File: config.mk
export PLATFORM = sky130hd
export DESIGN_NAME = radix_seg_converter
export DESIGN_NICKNAME = d
export VERILOG_FILES = /design/src/rtl/radix_seg_converter.sv
export SDC_FILE = /design/constraint.sdc
export NUM_CORES = 1
export LEC_CHECK = 0
export BUFFER_PORTS_ARGS = -buffer_cell sky130_fd_sc_hd__buf_4
export CELL_PAD_IN_SITES_DETAIL_PLACEMENT = 0
export CELL_PAD_IN_SITES_GLOBAL_PLACEMENT = 1
export CORE_MARGIN = 3
export CORE_UTILIZATION = 50
export CTS_CLUSTER_DIAMETER = 60
export DETAILED_ROUTE_END_ITERATION = 12
export GPL_ROUTABILITY_DRIVEN = 0
export HOLD_SLACK_MARGIN = 0.06
export PLACE_DENSITY = 0.83
export SYNTH_ARGS = -nofsm -noshare
export SYNTH_HDL_FRONTEND = slang
export SYNTH_SLANG_ARGS = --single-unit
File: constraint.sdc
create_clock -name clk -period 5.6 [get_ports clk]
set_clock_uncertainty 0.1 [all_clocks]
set_input_delay 1.12 -clock clk [delete_from_list [all_inputs] [get_ports clk]]
set_output_delay 1.12 -clock clk [all_outputs]
set_load 0.03 [all_outputs]
File: src/rtl/radix_seg_converter.sv
// Sequential binary to seven-segment converter: one restoring-division digit per WIDTH+1 cycles,
// selectable octal/decimal/hex radix, optional leading-zero blanking and overflow dashes.
module radix_seg_converter #(
  parameter int unsigned WIDTH    = 16,
  parameter int unsigned DIGITS   = 6,
  parameter int unsigned BLANK_LZ = 1
) (
  input  logic                  clk,
  input  logic                  rst_n,
  input  logic                  in_valid,
  output logic                  in_ready,
  input  logic [WIDTH-1:0]      in_data,
  input  logic [1:0]            in_mode,
  output logic [7*DIGITS-1:0]   seg_out,
  output logic                  out_valid,
  output logic                  overflow,
  output logic                  busy
);

  typedef enum logic [1:0] {StIdle, StDiv, StStore, StDone} state_e;

  localparam logic [6:0] GlyphDash = 7'b0000001;

  state_e                r_state;
  state_e                w_state_next;
  logic [WIDTH-1:0]      r_q;
  logic [4:0]            r_rem;
  logic [4:0]            r_radix;
  logic [5:0]            r_cnt;
  logic [3:0]            r_k;
  logic                  r_reserved;
  logic [4*DIGITS-1:0]   r_shadow;
  logic [7*DIGITS-1:0]   r_seg;
  logic                  r_out_valid;
  logic                  r_overflow;

  logic                  w_accept;
  logic                  w_last_bit;
  logic                  w_last_digit;
  logic [5:0]            w_rem_sh;
  logic                  w_ge;
  logic                  w_ovf;
  logic [7*DIGITS-1:0]   w_seg_next;

  function automatic logic [6:0] f_glyph(input logic [3:0] d);
    logic [6:0] g;
    g = 7'b0000000;
    case (d)
      4'h0: g = 7'b1111110;
      4'h1: g = 7'b0110000;
      4'h2: g = 7'b1101101;
      4'h3: g = 7'b1111001;
      4'h4: g = 7'b0110011;
      4'h5: g = 7'b1011011;
      4'h6: g = 7'b1011111;
      4'h7: g = 7'b1110000;
      4'h8: g = 7'b1111111;
      4'h9: g = 7'b1111011;
      4'hA: g = 7'b1110111;
      4'hB: g = 7'b0011111;
      4'hC: g = 7'b1001110;
      4'hD: g = 7'b0111101;
      4'hE: g = 7'b1001111;
      4'hF: g = 7'b1000111;
    endcase
    return g;
  endfunction

  assign w_accept     = in_valid & in_ready;
  assign w_last_bit   = (r_cnt == 6'(WIDTH - 1));
  assign w_last_digit = (r_k == 4'(DIGITS - 1));
  // Remainder stays below the radix, so the shifted value always fits in six bits.
  assign w_rem_sh     = {r_rem, r_q[WIDTH-1]};
  assign w_ge         = (w_rem_sh >= {1'b0, r_radix});
  assign w_ovf        = ~r_reserved & (r_q != '0);

  always_ff @(posedge clk or negedge rst_n) begin
    if (!rst_n) begin
      r_state <= StIdle;
    end else begin
      r_state <= w_state_next;
    end
  end

  always_comb begin
    w_state_next = r_state;
    unique case (r_state)
      StIdle:  if (w_accept) w_state_next = (in_mode == 2'b11) ? StDone : StDiv;
      StDiv:   if (w_last_bit) w_state_next = StStore;
      StStore: w_state_next = w_last_digit ? StDone : StDiv;
      StDone:  w_state_next = StIdle;
    endcase
  end

  always_comb begin
    in_ready  = (r_state == StIdle);
    busy      = (r_state != StIdle);
    out_valid = r_out_valid;
    seg_out   = r_seg;
    overflow  = r_overflow;
  end

  always_ff @(posedge clk or negedge rst_n) begin
    if (!rst_n) begin
      r_q         <= '0;
      r_rem       <= '0;
      r_radix     <= 5'd8;
      r_cnt       <= '0;
      r_k         <= '0;
      r_reserved  <= 1'b0;
      r_shadow    <= '0;
      r_seg       <= '1;
      r_out_valid <= 1'b0;
      r_overflow  <= 1'b0;
    end else begin
      r_out_valid <= (r_state == StDone);
      case (r_state)
        StIdle: begin
          if (w_accept) begin
            r_q        <= in_data;
            r_rem      <= '0;
            r_cnt      <= '0;
            r_k        <= '0;
            r_reserved <= (in_mode == 2'b11);
            case (in_mode)
              2'b01:   r_radix <= 5'd10;
              2'b10:   r_radix <= 5'd16;
              default: r_radix <= 5'd8;
            endcase
          end
        end
        StDiv: begin
          // Quotient bits shift in at the LSB; after WIDTH steps r_q holds Q / R.
          r_q   <= {r_q[WIDTH-2:0], w_ge};
          r_rem <= w_ge ? 5'(w_rem_sh - {1'b0, r_radix}) : w_rem_sh[4:0];
          r_cnt <= r_cnt + 6'd1;
        end
        StStore: begin
          r_shadow[4*r_k +: 4] <= r_rem[3:0];
          r_k                  <= r_k + 4'd1;
          r_cnt                <= '0;
          r_rem                <= '0;
        end
        StDone: begin
          r_seg      <= w_seg_next;
          r_overflow <= w_ovf;
        end
        default: ;
      endcase
    end
  end

  always_comb begin : p_blank
    logic       seen;
    logic [3:0] dig;
    logic [6:0] glyph;
    w_seg_next = '0;
    seen       = 1'b0;
    for (int i = int'(DIGITS) - 1; i >= 0; i--) begin
      dig   = r_shadow[4*i +: 4];
      // Digit 0 is always shown so a zero value still displays "0".
      seen  = seen | (dig != 4'd0) | (i == 0);
      if (r_reserved || w_ovf) begin
        glyph = GlyphDash;
      end else if ((BLANK_LZ != 0) && !seen) begin
        glyph = 7'b0000000;
      end else begin
        glyph = f_glyph(dig);
      end
      w_seg_next[7*i +: 7] = ~glyph;
    end
  end

endmodule

# Word-level counts from Yosys, hierarchy flattened
# Memories as Yosys holds them, arrays and structs flattened.
# Cells that the tools add are included.
[totals]
register_bits = 107
mem_bits_ro = 672
output_inout_bits = 46
word_cells = 91
memories = 6
[classes]
n_addsub = 4
n_lt_le_gt_ge = 1
n_eq_ne = 10
shift = 2
muxes = 27
n_bitwise = 13
reduce_logical = 17
[memory_table]
columns = ["memory", "words", "word_bits", "read_ports", "rd_clocked_by_memory_dff", "write_ports", "line", "rtl"]
rows = [
  ["(no name shown)", 16, 7, 1, 0, 0, "48", "case (d)"],
  ["(no name shown)", 16, 7, 1, 0, 0, "48", ""],
  ["(no name shown)", 16, 7, 1, 0, 0, "48", ""],
  ["(no name shown)", 16, 7, 1, 0, 0, "48", ""],
  ["(no name shown)", 16, 7, 1, 0, 0, "48", ""],
  ["(no name shown)", 16, 7, 1, 0, 0, "48", ""],
]
[op_table]
columns = ["op", "n"]
rows = [
  ["7-bit 2-to-1 mux", 11],
  ["7-bit NOT", 6],
  ["6-bit negation with 34-bit output", 1],
  ["4-bit by 34-bit variable shift with 24-bit output (first input constant)", 1],
  ["4-bit by 34-bit variable part select with 24-bit output", 1],
  ["16-bit one-hot mux with 2 select lines", 1],
  ["24-bit bitwise mux", 1],
  ["4-bit nonzero test", 5],
  ["6-bit one-hot mux with 3 select lines", 1],
  ["16-bit 2-to-1 mux", 1],
  ["16-bit nonzero test", 1],
  ["5-bit one-hot mux with 3 select lines", 1],
  ["5-bit 2-to-1 mux", 2],
  ["5-bit one-hot mux with 2 select lines", 1],
  ["2-bit AND reduction", 5],
  ["2-bit equality test (second input constant)", 4],
  ["2-bit 2-to-1 mux", 4],
  ["2-bit one-hot mux with 4 select lines", 1],
  ["4-bit one-hot mux with 2 select lines", 1],
  ["6-bit by 1-bit adder with 6-bit output (second input constant)", 1],
  ["6-bit by 4-bit equality test with 1-bit output (second input constant)", 1],
  ["6-bit by 5-bit greater-or-equal comparator with 1-bit output", 1],
  ["6-bit 2-to-1 mux", 1],
  ["2-bit nonzero test", 3],
  ["other kinds (13)", 18],
]

# Depth between registers and ports, before layout
# Gate-level depths: netlist (run 1).
[depth]
word_depth = 8
mapped_depth = 8

# Worst setup path after synthesis (run 1)
# Ideal clock, no wire load.
[synth_timing]
path_kind = "flip-flop to output port"
startpoint = "register r_state[1]"
endpoint = "output port in_ready"
arrival_time_ps = 1072
required_time_ps = 4380
path_slack_ps = 3308
path_stages_with_launch = 3
n_path_buf = 0
path_cell_list = "dfrtp_1 -> or2_2 -> inv_1"
[synth_via]
elab_chain_len = 1
[synth_lines]
columns = ["item", "line", "rtl"]
rows = [
  ["start, declared", "24", "state_e r_state;"],
  ["start signal, assigned", "79", "r_state <= StIdle;"],
  ["start signal, assigned", "81", "r_state <= w_state_next;"],
  ["2-bit zero test", "96", "in_ready = (r_state == StIdle);"],
  ["end, declared", "11", "output logic in_ready,"],
]
# No other way between the ends.

# Worst setup path in the final report (run 1)
[layout_timing]
startpoint = "register r_state[1]"
endpoint = "register r_seg[41], in the netlist seg_out[41]"
[layout_via]
elab_chain_len = 1
[layout_lines]
columns = ["item", "line", "rtl"]
rows = [
  ["2-bit equality test", "117", "case (r_state)"],
  ["end signal, assigned", "145", "r_seg <= w_seg_next;"],
  ["end, declared", "33", "logic [7*DIGITS-1:0] r_seg;"],
]
# No other way between the ends.
# A chain may end at the register's enable or synchronous reset.

==> results by stage, run 1 <==
STA:
- Setup repair after global routing left no endpoint under its margin.
- The fmax is 0.379 GHz.
- The final setup slack of the worst path is 2.96 ns.
- For the final routed database, the setup TNS stands at 0 ns.
- The final worst-path cycle share is 47.1%.
- The minimum clock period is 2.64 ns.
- The slew at the pin with the worst max-slew slack is 0.994 ns.
- The minimum hold slack is 0.392 ns.
- Setup violations remaining at the end of the flow were counted as 0.
- The worst-case headroom to the max-slew limit is 33.6%.
- The count of final max-slew check failures came to 0.
- The final count of hold timing violations is 0.

Cells and area:
- The proportion of layout cells with a drive suffix above 1 is 23.3%.
- In the final layout, flip-flops and latches occupy 2680 sq um.
- The growth of design area from synthesis to finish is 13.2%.
- The final layout contains 775 nets.
- 0 antenna diodes ended up in the layout.
- In the final layout, the multi-input gates occupy 3290 sq um.
- The final standard cell utilization of the core is 58.5%.
- Fill cells in the final layout number 1,131.

Job:
- The tool flagged a number of max-cap violations equal to 0.

Global route:
- The number of global-route vias before repair was 4,868.
- The initial antenna violation count is 0.
- Summed over all layers, the global routing overflow is 0.
- The pin count of the biggest net entering global routing is 73.
- The total global-route track usage is 21.1%.
- The first-pass GRT wire length is 24.6 mm.

Detailed routing:
- In the final routed layout, each cell accounts on average for 16.2 um.
- The number of nets still failing antenna checks after routing is 0.
- The aggregate routed wire length is 14.3 mm.
- The via-per-instance ratio is 5.60.
- The DRC violation total after the first TritonRoute iteration is 316.
- The remaining design rule violation count is 0.
- The number of detailed-route iterations in the first pass is 5.
- The detailed-route via count is 4,934.

Logic synthesis:
- In the synthesized netlist, mux cells make up 6.92% of the area.
- The post-synthesis compound-gate area fraction is 17.5%.
- The area share of fa/ha/maj cells after synthesis is 9.15%.
- The area of the mapped netlist is 6290 sq um.
- Summing the sequential cell areas from Yosys gives 42.6% of the chip area.
- For this run, the number of Yosys warnings is 0.
- After Yosys synthesis, and, or, nand and nor cells account for 18.3% of the synthesized area.
- Among all flip-flop cells after synthesis, the most frequent one is sky130_fd_sc_hd__dfrtp_1.
- The share of flip-flops with an asynchronous set or reset is 100%.
- After synthesis, the largest family of logic cells by area is simple AND/OR/NAND/NOR gates.
- The number of distinct library cell variants in the gate-level netlist after synthesis is 71.
- Summed over its instances, the top area cell type makes up 24.7% of the synthesized netlist area.
- In this run, synthesis inferred 0 flip-flops with an integrated enable.
- The net count after synthesis is 732.
- In the synthesized netlist, the number of instances is 665.
- The synthesized design spends more area on one cell type than any other, namely sky130_fd_sc_hd__dfrtp_1.
- The total of flip-flops plus latches after synthesis is 105.
- The share of the synthesized netlist area taken by xor and xnor gates is 0.418%.
- Dividing the synthesized area by the synthesized cell count gives 9.46 sq um.
- By area the synthesized netlist is led by sky130_fd_sc_hd__dfrtp_1, sky130_fd_sc_hd__dfstp_2, sky130_fd_sc_hd__ha_1.

Setup path:
- The kind of cell with the highest combined delay along the critical path is buffers and inverters.
- The endpoint type of the worst setup path is a flop.
- The worst setup path is launched from a flop.
- Of all nets on the critical path, the largest fanout is 62.
- The signal arrival time at the worst endpoint is 2.81 ns.
- The largest stage delay on the critical path is 0.98 ns.
- The required time of the worst setup path is 5.77 ns.
- The type of the worst setup path is flop to flop.
- Traced cell by cell, the critical path runs through nand2_1 > inv_2 > o2111ai_1 > o22a_1.
- Among all stages on the critical path, the largest delay is contributed by sky130_fd_sc_hd__inv_2.
- The total buffers and inverters traversed by the critical path is 1.

Floorplanning:
- The floorplan die area is 14,000 sq um.
- The die width is 118 um.
- The top-level I/O count is 67.
- After floorplanning, the core was sized to cover 12,200 sq um.
- Once the floorplan was initialized, standard cells occupied 51.7% of the core.
- The die outline height is 118 um.
- The placement row count is 40.

Clocking:
- The clock tree from TritonCTS is yes.
- CTS placed an instance of sky130_fd_sc_hd__clkbuf_16 at the clock tree root.
- Clock latency on the worst-skew pair, taken at its later pin, is 0.35 ns.
- TritonCTS created 9 clock buffers.
- The number of H-tree levels is 3.
- Clock-pin slew was measured on the worst setup and hold paths at 0.07 ns.
- The total setup buffers inserted after CTS is 0.
- The number of hold buffers added after CTS was 0.
- Counting every sink on the clock net gives 105.
- The clock passes through at most 2 buffers.
- The quantity of gates resized following cts is 0.

Place:
- The number of buffer cells added on primary ports is 66.
- The post-detailed-placement half-perimeter wirelength is 10.3 mm.
- The setup slack at placement is 2.88 ns.

Power and ir drop:
- The power per unit of standard cell area is 196 nW/um^2.
- The peak supply drop is 0.000132 V.
- Summed over all cells, the static leakage comes to 3.14 nW.

Status:
- The run finished with clean final reports.

Worst hold path:
- The path class of the lowest-slack min-delay path is flop to flop.
==> final cells by class <==
class,instances,area share [%]
timing repair buffer,69,7.24
tap,168,2.95
inverter,38,2.00
clock buffer,16,3.95
multi-input combinational,485,46.2
sequential,105,37.7
==> metal layers <==
metal | up-vias | share of wire, % | GRT usage (%) | wire length, um
met2 | 78 | 48 | 33.8 | 6810
met3 | 9 | 2.8 | 2.92 | 394
met1 | 2395 | 48 | 30.4 | 6920
li1 | 2452 | - | - | -
met5 | - | 0 | 0 | 0
met4 | 0 | 1.0 | 5.49 | 148
==> path summary, 6_finish.rpt <==
path | end | start | slack, ns | cells after the start
max in group asynchronous | seg_out[2] | rst_n | 3.61 | 2
setup reg to reg | seg_out[41] | r_state[1] | 2.96 | 4
hold reg to reg | seg_out[35] | seg_out[35] | 0.39 | 2
min in group asynchronous | r_shadow[14] | rst_n | 0.82 | 1
setup / recovery | seg_out[41] | r_state[1] | 2.96 | 4
hold / removal | seg_out[35] | seg_out[35] | 0.39 | 2
==> cells by family (layout without fill, tap and decap cells) <==
family	Yosys count	after routing
fa+ha+maj	46	46
compound gates	162	162
buf+inv	75	123
flops	105	105
xor+xnor	3	3
mux	37	37
simple gates	237	237
==> flip-flops by register name, indices dropped and copies added, names as in the netlist <==
name / count
out_valid: 1
overflow: 1
r_cnt: 6
r_k: 4
r_q: 16
r_radix: 3
r_rem: 5
r_reserved: 1
r_shadow: 24
r_state: 2
seg_out: 42
==> cell usage after synthesis (3+ instances only) <==
cell,instances
sky130_fd_sc_hd__a211oi_1,5
sky130_fd_sc_hd__and3_1,7
sky130_fd_sc_hd__clkbuf_1,23
sky130_fd_sc_hd__a21boi_0,3
sky130_fd_sc_hd__o311ai_0,3
sky130_fd_sc_hd__nor4_2,3
sky130_fd_sc_hd__mux2_2,12
sky130_fd_sc_hd__dfrtp_1,62
sky130_fd_sc_hd__mux2i_1,21
sky130_fd_sc_hd__nand3_1,11
sky130_fd_sc_hd__o22a_1,3
sky130_fd_sc_hd__mux4_2,4
sky130_fd_sc_hd__buf_2,11
sky130_fd_sc_hd__and4_1,4
sky130_fd_sc_hd__a31oi_1,54
sky130_fd_sc_hd__a41oi_1,5
sky130_fd_sc_hd__nand2_1,87
sky130_fd_sc_hd__nor3_1,11
sky130_fd_sc_hd__o2111ai_1,4
sky130_fd_sc_hd__ha_1,46
sky130_fd_sc_hd__dfstp_2,43
sky130_fd_sc_hd__nand4_1,5
sky130_fd_sc_hd__nor2_1,77
sky130_fd_sc_hd__and2_1,4
sky130_fd_sc_hd__nand2b_1,5
sky130_fd_sc_hd__o31ai_2,6
sky130_fd_sc_hd__o21ai_0,36
sky130_fd_sc_hd__a21oi_1,17
sky130_fd_sc_hd__inv_1,35
==> worst reg2reg max path, stage by stage, from the launching register on <==
cell	delay, ns
sky130_fd_sc_hd__dfrtp_1	0.42
sky130_fd_sc_hd__nand2_1	0.60
sky130_fd_sc_hd__inv_2	0.98
sky130_fd_sc_hd__o2111ai_1	0.25
sky130_fd_sc_hd__o22a_1	0.21
==> report_power, final <==
part | internal [mW] | leakage, nW | switching (mW)
logic | 0.00956 | 1.77 | 0.0168
registers | 0.760 | 1.24 | 0
clock network | 0.339 | 0.137 | 0.267
==> stage by stage <==
| step | std cells | power, mW | instance area, sq um |
|---|---|---|---|
| global placement | 864 | 0.800 | 6830 |
| finish | 881 | 1.39 | 7120 |
| global route | 881 | 1.44 | 7120 |
| CTS | 880 | 1.41 | 7110 |
| detailed placement | 864 | 0.801 | 6830 |
| floorplan | 665 | 0.774 | 6290 |
==> cells in the final DEF (no fill, tap or decap), drive strengths merged, types with 7 or more instances in the layout <==
master,netlist,final
nand2,87,87
nor2,78,78
buf,13,68
dfrtp,62,62
a31oi,54,54
ha,46,46
dfstp,43,43
o21ai,36,36
inv,36,36
mux2i,21,21
a21oi,17,17
clkbuf,24,17
nor3,14,14
mux2,12,12
nand3,11,11
o31ai,8,8
and3,7,7
nand4,7,7
Note: power is estimated with default switching activity, not from simulation.
==> inputs of run 2 (changes only) <==
Settings changed: ABC_AREA set to 1, CORE_UTILIZATION 50 to 40, PLACE_DENSITY 0.83 to 0.74.
Clock period 5.6 ns to 2.19 ns, I/O delays scaled along.
==> run 2 against run 1 <==
Against the previous run: first-iteration DRC count increased by 32%; largest cell class unchanged; fmax increased by 38%; critical path type unchanged; worst hold slack got worse by 0.17 ns.
==> results by stage, run 2 <==
Status:
- The flow ran to the end, and the final reports show no timing, DRC or antenna violations.

STA:
- The minimum hold slack is 0.217 ns (-0.174 ns).
- The minimum clock period is 1.91 ns (-0.733 ns).
- The final worst-path cycle share is 87.1% (+40 points).
- The worst-case headroom to the max-slew limit is 66.3% (+33 points).
- The count of final max-slew check failures is 0 (unchanged).
- Setup repair after global routing left no endpoint under its margin.
- The setup TNS is 0 ns (unchanged).
- The fmax is 0.524 GHz (+38%).
- The final count of hold timing violations came to 0 (unchanged).
- The slew at the pin with the worst max-slew slack is 0.504 ns (-0.490 ns).
- The total of endpoints with negative setup slack in the final report is 0 (unchanged).

Logic synthesis:
- The proportion of netlist area held by the largest area contributor is 24.4% (-0.24 points).
- By count the netlist is led by sky130_fd_sc_hd__nand2_1, sky130_fd_sc_hd__nor2_1, sky130_fd_sc_hd__inv_1, sky130_fd_sc_hd__dfrtp_1, sky130_fd_sc_hd__o21ai_0.
- The number of distinct library cell variants in the gate-level netlist after synthesis was 39 (-45%).
- For this run, the leading register cell type out of synthesis is sky130_fd_sc_hd__dfrtp_1.
- The synthesized area per cell is 7.79 sq um (-18%).
- The total of flip-flops plus latches after synthesis is 105 (unchanged).
- The area of the mapped netlist is 6350 sq um (+0.99%).
- The number of warnings printed during yosys synthesis was 0 (unchanged).
- The count of mapped cells out of synthesis is 815 (+23%).
- The register area share after synthesis is 42.2% (-0.42 points).
- Ranked by total cell area, the synthesized netlist is headed by sky130_fd_sc_hd__dfrtp_1, sky130_fd_sc_hd__dfstp_2, sky130_fd_sc_hd__nand2_1.
- The most frequent cell after synthesis is sky130_fd_sc_hd__nand2_1.
- The count of flip-flops with a built-in enable after synthesis is 0 (unchanged).
- The share of flip-flops with an asynchronous set or reset came to 100% (unchanged).
- The net count after synthesis is 882 (+20%).
- The cell type with the largest total area after synthesis is sky130_fd_sc_hd__dfrtp_1.

Floorplanning:
- The die width is 132 um (+12%).
- The die outline height is 132 um (+12%).
- The effective utilization at floorplan came to 41.3% (-10 points).
- The area of the core was 15,400 sq um (+26%).
- The top-level I/O count is 67 (unchanged).
- The placement row count is 45 (+13%).
- The floorplan die area came to 17,400 sq um (+25%).

Clocking:
- The maximum clock path buffer count came to 2 (unchanged).
- The clock sink count came to 105 (unchanged).
- The cell chosen for the clock root is sky130_fd_sc_hd__clkbuf_16.
- The clock tree from TritonCTS is yes.
- The total setup buffers inserted after CTS is 0 (unchanged).
- The total CTS buffers is 9 (unchanged).
- The number of H-tree levels is 3 (unchanged).
- The clock-pin slew of the registers on the worst-case setup and hold paths is 0.07 ns (about the same).
- The clock insertion delay at the later pin of the skew report is 0.35 ns (about the same).

Setup path:
- The kind of launch point of the worst setup path is a flop.
- The required time of the worst setup path is 2.31 ns (-3.46 ns).
- The slowest library cell on the worst path is sky130_fd_sc_hd__dfrtp_2.
- The reg-to-reg startpoint is r_k[0].
- The critical path is of the flop to flop type.
- The internal reg-to-reg setup slack is 0.28 ns (-2.68 ns).
- The largest stage delay on the critical path is 0.50 ns (-0.48 ns).
- The critical register-to-register path endpoint is r_shadow[2].
- The depth of the most critical reg-to-reg path is 8 (+4).
- The most frequent cell on the critical path is sky130_fd_sc_hd__nand2_1.
- The endpoint type of the worst setup path is a flop.
- The signal on the critical path passes through inv_1 > ha_1 > nor2_1 > nand2_1 > nor3_2 > nand2_1 > nand2_1 > o21ai_0.
- The critical-path maximum fanout came to 13 (-79%).
- The total buffers and inverters traversed by the critical path is 1 (unchanged).
- The first element of the critical path is r_k[0].
- Broken down by cell family, the worst path's largest delay share belongs to simple AND/OR/NAND/NOR gates.
- The signal arrival time at the worst endpoint is 2.03 ns (-0.78 ns).

Place:
- The number of placed instances, taps included is 1,075 (+24%).
- The number of buffer cells added on primary ports is 66 (unchanged).
- The post-detailed-placement half-perimeter wirelength was 11.5 mm (+12%).

Worst hold path:
- The worst hold path begins at in_data[0].
- The terminating pin of the worst hold path is r_q[0].
- The number of cells on the worst hold path is 3 (+1).
- The path class of the lowest-slack min-delay path is primary input to flop.

Cells and area:
- In the layout the commonest cells are sky130_fd_sc_hd__nand2_1, sky130_fd_sc_hd__nor2_1, sky130_fd_sc_hd__buf_4.
- The most common cell after layout, fill and taps aside is sky130_fd_sc_hd__nand2_1.
- The flip-flop count of the largest register, all copies and words added is 42 (unchanged).
- The total inserted antenna cells is 0 (unchanged).
- The net count of the finished layout is 943 (+22%).
- The growth of design area from synthesis to finish is 15.9%.
- The post-route non-filler standard cell count is 1,092 (+24%).
- The proportion of layout cells with a drive suffix above 1 is 19.8% (-3.5 points).
- The total of fill cells in the finished design is 1,534 (+36%).

Global route:
- The total global-route track usage is 18.1% (-3.0 points).
- The pin count of the biggest net entering global routing is 37 (-49%).
- The number of global-route vias before repair is 5,008 (+2.9%).
- The global route total overflow is 0 (unchanged).
- The initial antenna violation count is 0 (unchanged).
- The first-pass GRT wire length is 26.0 mm (+5.9%).

Detailed routing:
- The sum of routed wire segments on met1 came to 7.66 mm (+11%).
- The highest metal layer used by the detailed router is met4.
- The via-per-instance ratio is 5.00 (-11%).
- The detailed-route via count is 5,459 (+11%).
- The aggregate routed wire length is 15.4 mm (+7.9%).
- The DRC violation total after the first TritonRoute iteration is 418 (+32%).
- The met2 wirelength from detailed routing is 6.98 mm (+2.5%).
- The mean routed wirelength per cell was 14.1 um (-13%).
- The number of detailed-route iterations in the first pass is 6 (+1).
- The length of routed met3 wiring is 514 um (+30%).
- The remaining design rule violation count came to 0 (unchanged).
- The number of nets still failing antenna checks after routing is 0 (unchanged).

Power and ir drop:
- The power per unit of standard cell area was 680 nW/um^2 (+250%).
- The peak supply drop is 0.000477 V (+260%).
- The power after layout was 5.01 mW (+260%).
- The leakage component of the power was 3.45 nW (+9.8%).

Job:
- The max-cap check violation count is 0 (unchanged).
==> run 2: changes by cell type after synthesis, moves of 8 or more <==
cell / delta
sky130_fd_sc_hd__o22ai_1: +11
sky130_fd_sc_hd__a31oi_1: -49
sky130_fd_sc_hd__mux2i_1: -21
sky130_fd_sc_hd__inv_2: +8
sky130_fd_sc_hd__clkbuf_1: -17
sky130_fd_sc_hd__nor2_1: +54
sky130_fd_sc_hd__a21oi_1: +22
sky130_fd_sc_hd__mux2_2: -12
sky130_fd_sc_hd__inv_1: +34
sky130_fd_sc_hd__nand3_1: +32
sky130_fd_sc_hd__o21ai_0: +20
sky130_fd_sc_hd__o21ai_1: +14
sky130_fd_sc_hd__nor2_4: +8
sky130_fd_sc_hd__nand2_1: +93
==> run 2: tightest hold or removal path, stage by stage <==
cell and delay [ns]:
sky130_fd_sc_hd__buf_4 0.08, sky130_fd_sc_hd__nand2_1 0.04, sky130_fd_sc_hd__nand3_1 0.07
==> run 2: how the worst max path moves through the flow <==
stage | end | slack, ns | depth (start not counted)
finish | r_shadow[2] | 0.28 | 8
floorplan | r_shadow[17] | 0.50 | 8
CTS | r_shadow[2] | 0.18 | 8
global placement | r_shadow[2] | 0.29 | 8
global route | r_shadow[8] | 0.1 | 7
detailed placement | r_shadow[2] | 0.20 | 8
==> run 2: through the flow <==
stage | setup slack [ns] | util, % | cell area (sq um)
6_report | 0.283 | 47.9 | 7360
5_1_grt | 0.0982 | 47.9 | 7360
4_1_cts | 0.178 | 47.9 | 7360
3_5_place_dp | 0.202 | 45.8 | 7040
3_3_place_gp | 0.287 | 45.8 | 7040
2_1_floorplan | 0.500 | - | 6350
==> run 2: routing by layer <==
| metal | track usage [%] | vias to the layer above |
|---|---|---|
| met5 | 0 | - |
| met4 | 6.18 | 0 |
| met3 | 2.29 | 13 |
| met2 | 27.9 | 116 |
| met1 | 26.3 | 2548 |
| li1 | - | 2782 |
==> run 2: final cells by class <==
class	count	area, sq um	share of cell area (%)
inverter	78	293	3.98
clock inverter	5	80.1	1.09
multi-input combinational	606	3230	43.8
timing repair buffer	76	586	7.95
sequential	105	2680	36.4
clock buffer	11	233	3.16
tap	211	264	3.59
==> run 2: power breakdown <==
group | total (mW) | leakage, nW | internal, mW | switching, mW
Clock | 1.73 | 0.147 | 1.00 | 0.729
Sequential | 2.32 | 1.21 | 2.13 | 0.192
Combinational | 0.956 | 2.10 | 0.359 | 0.598
==> run 2: logic make-up after synthesis <==
family | count (synthesis) | share of synthesized area (%)
AO/OA/AOI/OAI | 147 | 13.0
adder cells (fa/ha/maj) | 46 | 9.06
buffers and inverters | 104 | 6.99
flip-flops | 105 | 42.2
AND/OR/NAND/NOR | 408 | 28.1
XOR/XNOR | 5 | 0.690
==> run 2: repair_timing <==
item / CTS / global route
setup endpoints to repair: 0 / 8
hold buffers: 1 / 0
gates resized for setup: 0 / 1
hold endpoints to repair: 3 / 0
